### config.mk
export PLATFORM = sky130hd
export DESIGN_NAME = alu
export DESIGN_NICKNAME = d
export VERILOG_FILES = /design/src/rtl/alu_pkg.sv /design/src/rtl/alu_core.sv /design/src/rtl/alu.sv
export SDC_FILE = /design/constraint.sdc
export NUM_CORES = 1
export LEC_CHECK = 0
export CORE_UTILIZATION = 30
export CTS_CLUSTER_SIZE = 12
export DETAILED_ROUTE_END_ITERATION = 12
export GPL_TIMING_DRIVEN = 0
export PLACE_DENSITY = 0.47
export SETUP_SLACK_MARGIN = 0.5
export SLEW_MARGIN = 20
export SYNTH_ARGS = -nofsm -noshare
export SYNTH_HDL_FRONTEND = slang
export SYNTH_SLANG_ARGS = --single-unit
### constraint.sdc
create_clock -name clk -period 1.1 [get_ports clk]
set_clock_uncertainty 0.1 [all_clocks]
set_input_delay 0.11 -clock clk [delete_from_list [all_inputs] [get_ports clk]]
set_output_delay 0.11 -clock clk [all_outputs]
set_load 0.01 [all_outputs]
### src/rtl/alu_pkg.sv
// rtl/alu_pkg.sv - shared ALU width, opcode encoding and decode helper
package alu_pkg;

  localparam int WIDTH   = 32;
  localparam int SHAMT_W = 5;

  typedef enum logic [2:0] {
    ALU_ADD = 3'b000,
    ALU_SUB = 3'b001,
    ALU_AND = 3'b010,
    ALU_OR  = 3'b011,
    ALU_XOR = 3'b100,
    ALU_SLT = 3'b101,
    ALU_SLL = 3'b110,
    ALU_SRL = 3'b111
  } alu_op_e;

  // SUB and SLT both drive the shared adder in A + ~B + 1 mode
  function automatic logic uses_subtract(input alu_op_e op);
    return (op == ALU_SUB) || (op == ALU_SLT);
  endfunction

endpackage

### src/rtl/alu_core.sv
// rtl/alu_core.sv - combinational ALU datapath with one shared adder
module alu_core #(
  parameter int WIDTH = alu_pkg::WIDTH
) (
  input  logic [WIDTH-1:0] SrcA,
  input  logic [WIDTH-1:0] SrcB,
  input  logic [2:0]       ALUControl,
  output logic [WIDTH-1:0] result
);
  import alu_pkg::*;

  alu_op_e            op;
  logic               sub;
  logic [WIDTH-1:0]   b_opnd;
  logic [WIDTH-1:0]   sum;
  logic               slt;
  logic [SHAMT_W-1:0] shamt;

  assign op     = alu_op_e'(ALUControl);
  assign sub    = uses_subtract(op);
  // Subtraction reuses the adder: invert B and inject the +1 as carry-in
  assign b_opnd = sub ? ~SrcB : SrcB;
  assign sum    = SrcA + b_opnd + WIDTH'(sub);
  // When the signs differ the difference may overflow, so A's sign alone decides
  assign slt    = (SrcA[WIDTH-1] ^ SrcB[WIDTH-1]) ? SrcA[WIDTH-1] : sum[WIDTH-1];
  assign shamt  = SrcB[SHAMT_W-1:0];

  // Operation select; every code defined so the output is never X
  always_comb begin
    result = '0;
    case (op)
      ALU_ADD: result = sum;
      ALU_SUB: result = sum;
      ALU_AND: result = SrcA & SrcB;
      ALU_OR:  result = SrcA | SrcB;
      ALU_XOR: result = SrcA ^ SrcB;
      ALU_SLT: result = {{(WIDTH-1){1'b0}}, slt};
      ALU_SLL: result = SrcA << shamt;
      ALU_SRL: result = SrcA >> shamt;
      default: result = '0;
    endcase
  end

endmodule

### src/rtl/alu.sv
// rtl/alu.sv - ALU top: combinational core plus registered result and zero flag
module alu #(
  parameter int WIDTH = alu_pkg::WIDTH
) (
  input  logic             clk,
  input  logic             reset,
  input  logic [WIDTH-1:0] SrcA,
  input  logic [WIDTH-1:0] SrcB,
  input  logic [2:0]       ALUControl,
  output logic [WIDTH-1:0] ALUResult,
  output logic             Zero
);

  logic [WIDTH-1:0] result;

  alu_core #(.WIDTH(WIDTH)) u_core (
    .SrcA       (SrcA),
    .SrcB       (SrcB),
    .ALUControl (ALUControl),
    .result     (result)
  );

  // Capture result and its zero flag together every cycle; reset clears immediately
  always_ff @(posedge clk or posedge reset) begin
    if (reset) begin
      ALUResult <= '0;
      Zero      <= 1'b1;
    end else begin
      ALUResult <= result;
      Zero      <= (result == '0);
    end
  end

endmodule

==> summary.md, run 1 <==
| Metric | Value |
|---|---|
| Status | `finished, violations left` |
| Failing checks | `hold timing, setup timing` |
| Sw Ratio | `0.466` |
| Pleak | `5.11 nW` |
| Hold Fails Final Rpt | `32` |
| Syn_nets | `1236` |
| Post-route cell area | `12200 µm²` |
| Routed WL | `47.4 mm` |
| Die W | `175 µm` |
| N_diodes | `0` |
| Register bit count reported by yosys | `33` |
| Crit path max fanout | `2` |
| I/O Pins | `102` |
| Post-DRT Antenna Nets | `0` |
| Power Internal | `5.56 mW` |
| Required time of the critical path | `1210 ps` |
| Total of max-cap violations | `0` |
| Worst-path cell chain | `buf_8 -> buf_12 -> buf_12 -> buf_12 -> buf_12 -> buf_12 -> clkbuf_16 -> clkbuf_16 -> nand2_4 -> o21ai_4 -> fa_2 -> a21o_1 -> a221o_1 -> clkbuf_8 -> xnor2_4 -> nor2_2 -> or4bb_4 -> or4_4 -> or4_4 -> nor4_4 -> nand4_1 -> nor4_2` |
| Clock Pin Slew Worst Setup and Hold Paths | `60 ps` |
| Vias per std cell | `6.14` |
| Root Buffer | `clkbuf_16` |
| Mux contribution to synthesized area | `0.220` |
| Starting Density | `0.308` |
| Die Ht | `175 µm` |
| Die area | `30600 µm²` |
| Psw | `4.85 mW` |
| Simple-gate area share of the yosys netlist | `0.173` |
| Clock tree buffer depth | `2` |
| Peak supply drop | `540 µV` |
| Ys Warns | `0` |
| Post-synthesis compound-gate area fraction | `0.250` |
| Vias in the first global route | `9617` |
| Synthesized instance count | `1069` |
| Post-synth top flop | `dfrtp_1` |
| Critical path type | `in -> reg` |
| CTS sink count | `33` |
| Inst Count DP | `1553` |
| Place WS | `-5700 ps` |
| Fill cells | `2995` |
| Initial antenna violation count | `0` |
| Largest net degree at the start of global routing | `18` |
| Core area | `29100 µm²` |
| Synth area leader | `ha_1` |
| Slowest stage delay, CP | `580 ps` |
| Max Freq | `204 MHz` |
| P per Cell Area | `857 nW/µm²` |
| Total power | `10.4 mW` |
| Fin worst setup slack | `-3790 ps` |
| Port-buffer cells | `100` |
| Crit path max-delay family | `simple AND/OR/NAND/NOR gates` |
| Layout Cells excl Fill | `1629` |
| Crit. End Element | `flop` |
| Nets | `1411` |
| Slowest cell on the critical path | `or4bb_4` |
| Number of buffers created by CTS | `5` |
| H-tree Lvls | `2` |
| Yosys top cell area share | `0.135` |
| Syn-to-layout area delta | `35.5%` |
| Global-route wire length before repair | `68.6 mm` |
| Worst-margin pin slew | `794 ps` |
| Sequential power share | `0.139` |
| Clock share of power | `0.169` |
| Hold Path Class | `in -> async` |
| Routed length per instance | `29.1 µm` |
| Max-slew headroom | `0.465` |
| Share of layout cells above drive strength 1 | `0.296` |
| Crit path DAT | `5000 ps` |
| Crit-path most repeated cell | `buf_12` |
| Main combinational cell family by area after synthesis | `compound AO/OA/AOI/OAI gates` |
| Final period utilization | `4.45` |
| Final setup violation count | `34` |
| Yosys cell types | `95` |
| Final Critical Period | `4890 ps` |
| Total gr overflow | `0` |
| Sequential area share after synthesis | `0.0922` |
| DP Area | `10800 µm²` |
| Synth Area in XOR/XNOR | `0.0420` |
| Routability congestion estimate | `0.970` |
| Overall global routing resource usage | `0.309` |
| DRC Markers | `0` |
| Synth top area cells | `ha_1 (14%), mux4_2 (10%), dfrtp_1 (8.9%), mux2i_1 (5.5%), nand2_1 (4.0%)` |
| DRT Pass-1 Iters | `5` |
| Syn Std Cell Area | `8970 µm²` |
| Worst hold margin | `-59.2 ps` |
| Mean Syn Cell Area | `8.39 µm²` |
| Post-synth ARST share | `1.00` |
| TritonCTS clock tree | `yes` |
| Synth Area in Adders | `0.138` |
| RSZ-0062 raised after global routing | `yes` |
| Combinational fraction of design power | `0.692` |
| Number of synthesized flops with an enable pin | `0` |
| Post-DP HPWL | `37.0 mm` |
| Fin. max-slew vios | `0` |
| CP Launch Type | `primary input` |
| Initial DRC Count | `1289` |
| Via count | `10000` |
| Buffers & Inverters on Critical Path | `9` |
| Rows | `62` |
## synth_stat cells (11+ instances only)
cell type,number
a211oi_1,15
a21oi_1,52
a22oi_1,34
a31oi_1,14
and3_1,14
clkbuf_1,44
dfrtp_1,32
ha_1,97
inv_1,73
mux2_2,22
mux2i_1,49
mux4_1,11
mux4_2,41
nand2_1,95
nand3_1,27
nand4_1,14
nor2_1,41
nor2b_1,13
nor3_1,13
o211ai_1,25
o21ai_0,49
o22ai_1,18
or3_1,15
xnor2_1,36
## power groups by stage
stage          clock (mW)  sequential [mW]  combinational, mW
3_5_place_dp            0             1.48               6.15
2_1_floorplan           0             1.60               3.61
4_1_cts              1.78             1.45               6.83
6_report             1.76             1.45               7.21
3_3_place_gp            0             1.48               6.19
5_1_grt              1.85             1.47               7.60
## routing by layer
metal / vias to the layer above / global-route usage / part of all wire
li1: 4458 / - / -
met1: 4979 / 0.436 / 0.45
met2: 485 / 0.486 / 0.44
met3: 81 / 0.0422 / 0.074
met4: 0 / 0.0971 / 0.036
met5: - / 0 / 0
## per-stage QoR
stage          setup TNS (ps)   util  hold WS (ps)
2_1_floorplan          -63180      -         -55.8
3_3_place_gp          -116850  0.370           537
3_5_place_dp          -117450  0.370           544
4_1_cts                -65360  0.411         -45.2
5_1_grt                -70000  0.418         -37.0
6_report               -68240  0.418         -59.2
## registers in the layout, indices dropped and copies added, names as in the netlist
signal	flops
ALUResult	32
Zero	1
## worst max-delay path by stage
stage	startpoint	to	slack, ps	cells after the start
after floorplan	SrcB[0]	Zero	-3420	21
after global placement	ALUControl[1]	Zero	-5660	19
after detailed placement	ALUControl[1]	Zero	-5700	19
after CTS	SrcB[0]	Zero	-3790	22
after global routing	SrcB[0]	Zero	-3880	22
final	SrcB[0]	Zero	-3790	22
## cells by family (layout without fill, tap and decap cells)
| group | Yosys count | after routing |
|---|---|---|
| muxes | 124 | 124 |
| adders and majority gates | 98 | 98 |
| xor gates and xnor gates | 43 | 43 |
| AOI/OAI and AO/OA | 317 | 317 |
| and+or+nand+nor | 298 | 298 |
| buffers and inverters | 156 | 332 |
| DFF | 33 | 33 |
## placed cells by master, fill, tap and decap left out, types with 27 or more instances in the layout
cell,n
nand2_1,90
ha_1,90
inv_1,70
buf_4,57
mux4_2,45
o21ai_0,42
mux2i_1,41
nor2_1,39
a21oi_1,36
buf_2,35
dfrtp_1,32
a22oi_1,32
xnor2_1,31
clkdlybuf4s50_1,30
dlygate4sd2_1,27
## layout make-up
| type | instances | area (µm²) | area share |
|---|---|---|---|
| Tap cell | 384 | 480 | 0.0395 |
| Sequential cell | 33 | 827 | 0.0681 |
| Multi-Input combinational cell | 880 | 8070 | 0.664 |
| Clock inverter | 1 | 30.0 | 0.00247 |
| Inverter | 77 | 314 | 0.0258 |
| Clock buffer | 7 | 143 | 0.0117 |
| Timing Repair inverter | 1 | 7.51 | 0.000618 |
| Timing Repair Buffer | 167 | 1400 | 0.115 |
| Buffer | 79 | 883 | 0.0727 |
## timing repair
item                       CTS  global route
pin swaps                   41            15
setup endpoints to repair   99            66
hold endpoints to repair    32            32
gates cloned                 1             0
buffers inserted            56            11
gates resized for setup    356            35
(Power assumes the default switching activity.)
==> run 2: changes to the inputs <==
--- a/config.mk
+++ b/config.mk
@@ -5,6 +5,7 @@
 export SDC_FILE = /design/constraint.sdc
 export NUM_CORES = 1
 export LEC_CHECK = 0
+export CORE_MARGIN = 2
 export CORE_UTILIZATION = 30
 export CTS_CLUSTER_SIZE = 12
 export DETAILED_ROUTE_END_ITERATION = 12
==> run 2 against run 1 <==
  * The flow still finishes with violations (hold timing, setup timing)
  * Combinational power up 5.4%
  * First-iteration DRC count down 13%
  * Sequential cell count unchanged
  * Count of clock-buffer cells in the layout down 2
  * Critical path type unchanged
  * Core utilization up 0.76 points
  * Die area up 2.3%
  * Total power up 1.3%
  * Final area up 3.4%
  * Sequential share of layout area down 0.23 points
==> summary.md, run 2 (synthesis results as in run 1) <==
| Metric | Value |
|---|---|
| Routability congestion estimate | `1.00` |
| Root Buffer | `clkbuf_16` |
| Hold Path Class | `in -> async` |
| Hold Fails Final Rpt | `29` |
| Setup TNS | `-68460 ps` |
| Die W | `177 µm` |
| P per Cell Area | `839 nW/µm²` |
| I/O Pins | `102` |
| Worst Setup SP | `SrcB[0]` |
| Crit path max-delay family | `simple AND/OR/NAND/NOR gates` |
| Port-buffer cells | `100` |
| Fin. max-slew vios | `0` |
| Clock tree buffer depth | `2` |
| Syn-to-layout area delta | `40.1%` |
| Nets | `1431` |
| Worst-path cell chain | `buf_8 -> buf_12 -> buf_12 -> buf_12 -> buf_12 -> buf_12 -> clkbuf_16 -> clkbuf_16 -> nand2_4 -> o21ai_4 -> fa_2 -> a21o_1 -> a221o_1 -> clkbuf_8 -> xnor2_2 -> nor2_2 -> or4bb_4 -> or4_4 -> or4_4 -> nor4_4 -> nand4_1 -> nor4_2` |
| Top Layer Used | `met4` |
| Fill cells | `3017` |
| Via count | `10200` |
| Largest net degree at the start of global routing | `18` |
| H-tree Lvls | `2` |
| Rows | `63` |
| Fin worst setup slack | `-3730 ps` |
| Place WS | `-5600 ps` |
| Pleak | `5.27 nW` |
| Max-slew headroom | `0.416` |
| Worst-margin pin slew | `867 ps` |
| Buffers & Inverters on Critical Path | `9` |
| Number of buffers created by CTS | `5` |
| Status | `finished, violations left` |
| Total of max-cap violations | `0` |
| Final Critical Period | `4830 ps` |
| Core area | `29600 µm²` |
| Largest registers | `ALUResult: 32 flops, Zero: 1 flops` |
| Slowest cell on the critical path | `or4bb_4` |
| Total gr overflow | `0` |
| CTS sink count | `33` |
| Required time of the critical path | `1210 ps` |
| Share of layout cells above drive strength 1 | `0.318` |
| TritonCTS clock tree | `yes` |
| Crit path max fanout | `2` |
| Most frequent cells in the layout | `nand2_1 (90), ha_1 (90), inv_1 (70)` |
| DRT Pass-1 Iters | `5` |
| Vias per std cell | `6.17` |
| Biggest register | `ALUResult` |
| Final setup violation count | `34` |
| Failing checks | `hold timing, setup timing` |
| Peak supply drop | `488 µV` |
| Slowest stage delay, CP | `570 ps` |
| Total power | `10.5 mW` |
| Worst hold margin | `-37.4 ps` |
| CP Launch Type | `primary input` |
| WL met2 | `21.5 mm` |
| Max Freq | `207 MHz` |
| Crit. End Element | `flop` |
| RSZ-0062 raised after global routing | `yes` |
| DRC Markers | `0` |
| Vias in the first global route | `9604` |
| Routed length per instance | `29.3 µm` |
| Wire length on met1 | `21.8 mm` |
| Final period utilization | `4.39` |
| Die Ht | `177 µm` |
| Starting Density | `0.303` |
| Max FFs per register | `32` |
| Critical path type | `in -> reg` |
| Clock Pin Slew Worst Setup and Hold Paths | `60 ps` |
| Post-DP HPWL | `38.0 mm` |
| Crit path DAT | `4940 ps` |
| Post-DRT Antenna Nets | `0` |
| Initial DRC Count | `1118` |
| Global-route wire length before repair | `69.0 mm` |
| Initial antenna violation count | `1` |
| Crit-path most repeated cell | `buf_12` |
| Area occupied by multi-input gates | `8260 µm²` |
| Routed met3 length | `3.33 mm` |
| Reg area | `827 µm²` |
| Die area | `31300 µm²` |
| Routed WL | `48.5 mm` |
| Overall global routing resource usage | `0.305` |
run 2: cell count changes in the layout (fill, tap and decap cells not counted), sizes merged, moves of 2 or more:
cell	delta
clkbuf	-6
buf	+23
dlygate4sd2	+5
dlymetal6s2s	-2
run 2: power by group:
group          internal (mW)  total (mW)  switching [mW]
Sequential              1.41        1.46          0.0472
Combinational           3.25        7.60            4.35
Clock                  0.833        1.49           0.657
run 2: what timing repair did:
item                                    in CTS  in global routing
resized for setup                          361                 86
pin swaps                                   41                 37
hold endpoints to repair                    32                 21
gates cloned                                 1                  0
endpoints found under the setup margin      99                 66
buffers inserted                            51                 36
run 2: through the flow:
| stage | hold WS (ps) | area, µm² | utilization | cells |
|---|---|---|---|---|
| 6_report | -37.4 | 12600 | 0.425 | 1656 |
| 5_1_grt | -18.6 | 12600 | 0.425 | 1656 |
| 4_1_cts | -36.5 | 11900 | 0.403 | 1619 |
| 3_5_place_dp | 548 | 10800 | 0.364 | 1559 |
| 3_3_place_gp | 536 | 10800 | 0.364 | 1559 |
| 2_1_floorplan | -55.8 | 9280 | - | 1069 |
run 2: cell type report:
type                    count  share of cell area
flip-flops and latches     33              0.0658
repair inverters            1            0.000597
multi-input cells         880               0.657
inverters                  77              0.0253
clock inverters             3             0.00139
plain buffers              79              0.0723
diodes                      1            0.000199
clock buffers               5             0.00995
well taps                 390              0.0388
repair buffers            187               0.129
run 2: final timing paths:
kind / to / slack [ps] / cells past startpoint
max in group asynchronous: Zero / 730 / 3
worst min-delay path: ALUResult[18] / -40 / 3
min in group clk: ALUResult[2] / 380 / 6
worst max-delay path: Zero / -3730 / 22
run 2: per-layer routing:
layer / track usage / vias to the layer above
met5: 0 / -
met4: 0.0937 / 0
met1: 0.440 / 5127
li1: - / 4514
met2: 0.480 / 503
met3: 0.0251 / 78
==> run 3: changes to the inputs <==
--- a/config.mk
+++ b/config.mk
@@ -5,8 +5,10 @@
 export SDC_FILE = /design/constraint.sdc
 export NUM_CORES = 1
 export LEC_CHECK = 0
+export CAP_MARGIN = 20
 export CORE_MARGIN = 2
 export CORE_UTILIZATION = 30
+export CTS_BUF_LIST = sky130_fd_sc_hd__clkbuf_4 sky130_fd_sc_hd__clkbuf_8
 export CTS_CLUSTER_SIZE = 12
 export DETAILED_ROUTE_END_ITERATION = 12
 export GPL_TIMING_DRIVEN = 0
==> run 3 against run 2 <==
  * The run still ends with hold timing, setup timing left
  * Clock power fell by 30%
  * Maximum frequency rose by 0.31%
  * Combinational power fell by 1%
  * First-iteration DRC count fell by 7.8%
  * Count of clock-buffer cells in the layout did not move
  * Setup slack improved by 15 ps
  * Critical endpoint unchanged
==> summary.md, run 3 (synthesis results as in run 1) <==
| Metric | Value |
|---|---|
| Status | `finished, violations left` |
| Failing checks | `hold timing, setup timing` |
| Worst hold margin | `-67.4 ps` |
| Worst-margin pin slew | `864 ps` |
| Post-DP HPWL | `38.0 mm` |
| Number of buffers created by CTS | `5` |
| Met1 Use GR | `0.434` |
| GRT busiest layer | `met2` |
| Final Util | `0.417` |
| N_diodes | `0` |
| Die W | `177 µm` |
| Peak supply drop | `375 µV` |
| GR Layer Usage met2 | `0.481` |
| Fill cells | `3052` |
| H-tree Lvls | `2` |
| Initial DRC Count | `1031` |
| Biggest register | `ALUResult` |
| Global-route wire length before repair | `69.1 mm` |
| Vias per std cell | `6.18` |
| Routed WL | `48.4 mm` |
| Final period utilization | `4.38` |
| Crit path DAT | `4950 ps` |
| Crit. End Element | `flop` |
| Via count | `10100` |
| Max-slew headroom | `0.418` |
| RSZ-0062 raised after global routing | `yes` |
| Largest net degree at the start of global routing | `13` |
| Root Buffer | `clkbuf_8` |
| Clock tree buffer depth | `2` |
| Max Freq | `208 MHz` |
| Core area | `29600 µm²` |
| Total power | `10.0 mW` |
| Die area | `31300 µm²` |
| Largest registers | `ALUResult: 32 flops, Zero: 1 flops` |
| Area occupied by multi-input gates | `8260 µm²` |
| Fin. max-slew vios | `0` |
| Most frequent cells in the layout | `nand2_1 (90), ha_1 (90), inv_1 (70)` |
| Pleak | `5.14 nW` |
| Setup TNS | `-67000 ps` |
| Final setup violation count | `34` |
| Routability congestion estimate | `1.00` |
| DRC Markers | `0` |
| CP Launch Type | `primary input` |
| DRT Pass-1 Iters | `6` |
| Critical path type | `in -> reg` |
| Overall global routing resource usage | `0.306` |
| Global Route met3 Usage | `0.0348` |
| Hold Fails Final Rpt | `32` |
| Vias in the first global route | `9675` |
| Syn-to-layout area delta | `37.6%` |
| Nets | `1414` |
| I/O Pins | `102` |
| Die Ht | `177 µm` |
| Total gr overflow | `0` |
| Reg area | `827 µm²` |
| TritonCTS clock tree | `yes` |
| Port-buffer cells | `100` |
| Starting Density | `0.303` |
| Share of layout cells above drive strength 1 | `0.308` |
| Final Critical Period | `4820 ps` |
| Crit path max fanout | `2` |
| Routed length per instance | `29.6 µm` |
| CTS sink count | `33` |
| Max FFs per register | `32` |
| P per Cell Area | `810 nW/µm²` |
| Rows | `63` |
| Required time of the critical path | `1240 ps` |
| Hold Path Class | `in -> async` |
| Post-DRT Antenna Nets | `0` |
| Initial antenna violation count | `0` |
| Total of max-cap violations | `0` |
| Fin worst setup slack | `-3720 ps` |
| Clock Pin Slew Worst Setup and Hold Paths | `90 ps` |
[run 3: path summary, 6_finish.rpt]
kind	startpoint	end	slack, ps	cells after the start
max in group asynchronous	reset	Zero	750	3
setup / recovery	SrcB[0]	Zero	-3720	22
hold / removal	reset	ALUResult[1]	-70	3
min in group clk	SrcB[2]	ALUResult[2]	350	6
[run 3: through the flow]
stage | setup WS [ps] | hold WS [ps] | std cells | instance area (µm²)
finish | -3720 | -67.4 | 1638 | 12300
global route | -3760 | -58.8 | 1638 | 12300
CTS | -3730 | -65.1 | 1620 | 11900
detailed placement | -5600 | 548 | 1559 | 10800
global placement | -5650 | 536 | 1559 | 10800
floorplan | -3420 | -55.8 | 1069 | 9280
[run 3: cell type report]
type / instances / share of cell area
repair inverters: 1 / 0.000608
clock buffers: 5 / 0.00558
flip-flops and latches: 33 / 0.0670
inverters: 77 / 0.0256
multi-input cells: 880 / 0.669
repair buffers: 170 / 0.118
plain buffers: 79 / 0.0734
well taps: 390 / 0.0395
clock inverters: 3 / 0.00142
[run 3: layer usage]
layer,vias to the layer above,part of all wire
met1,5078,0.45
li1,4457,-
met5,-,0
met3,91,0.069
met2,494,0.44
met4,0,0.041
[run 3: worst max-delay path, stage by stage]
cell and delay (ps):
buf_8 100, buf_12 110, buf_12 120, buf_12 120, buf_12 110, buf_12 120
clkbuf_16 130, clkbuf_16 140, nand2_4 60, o21ai_4 100, fa_2 360, a21o_1 220
a221o_1 330, clkbuf_8 140, xnor2_2 130, nor2_2 70, or4bb_4 580, or4_4 560
or4_4 470, nor4_4 390, nand4_1 210, nor4_2 250
[run 3: repair_timing]
item / 4_1_cts / 5_1_grt
setup endpoints to repair: 99 / 66
buffers inserted: 52 / 18
hold endpoints to repair: 32 / 32
pin swaps: 41 / 33
gates resized for setup: 362 / 69
gates cloned: 1 / 0
[run 3: where the power goes]
group | internal [mW] | switching (mW)
registers | 1.41 | 0.0476
clock network | 0.439 | 0.612
logic | 3.17 | 4.32
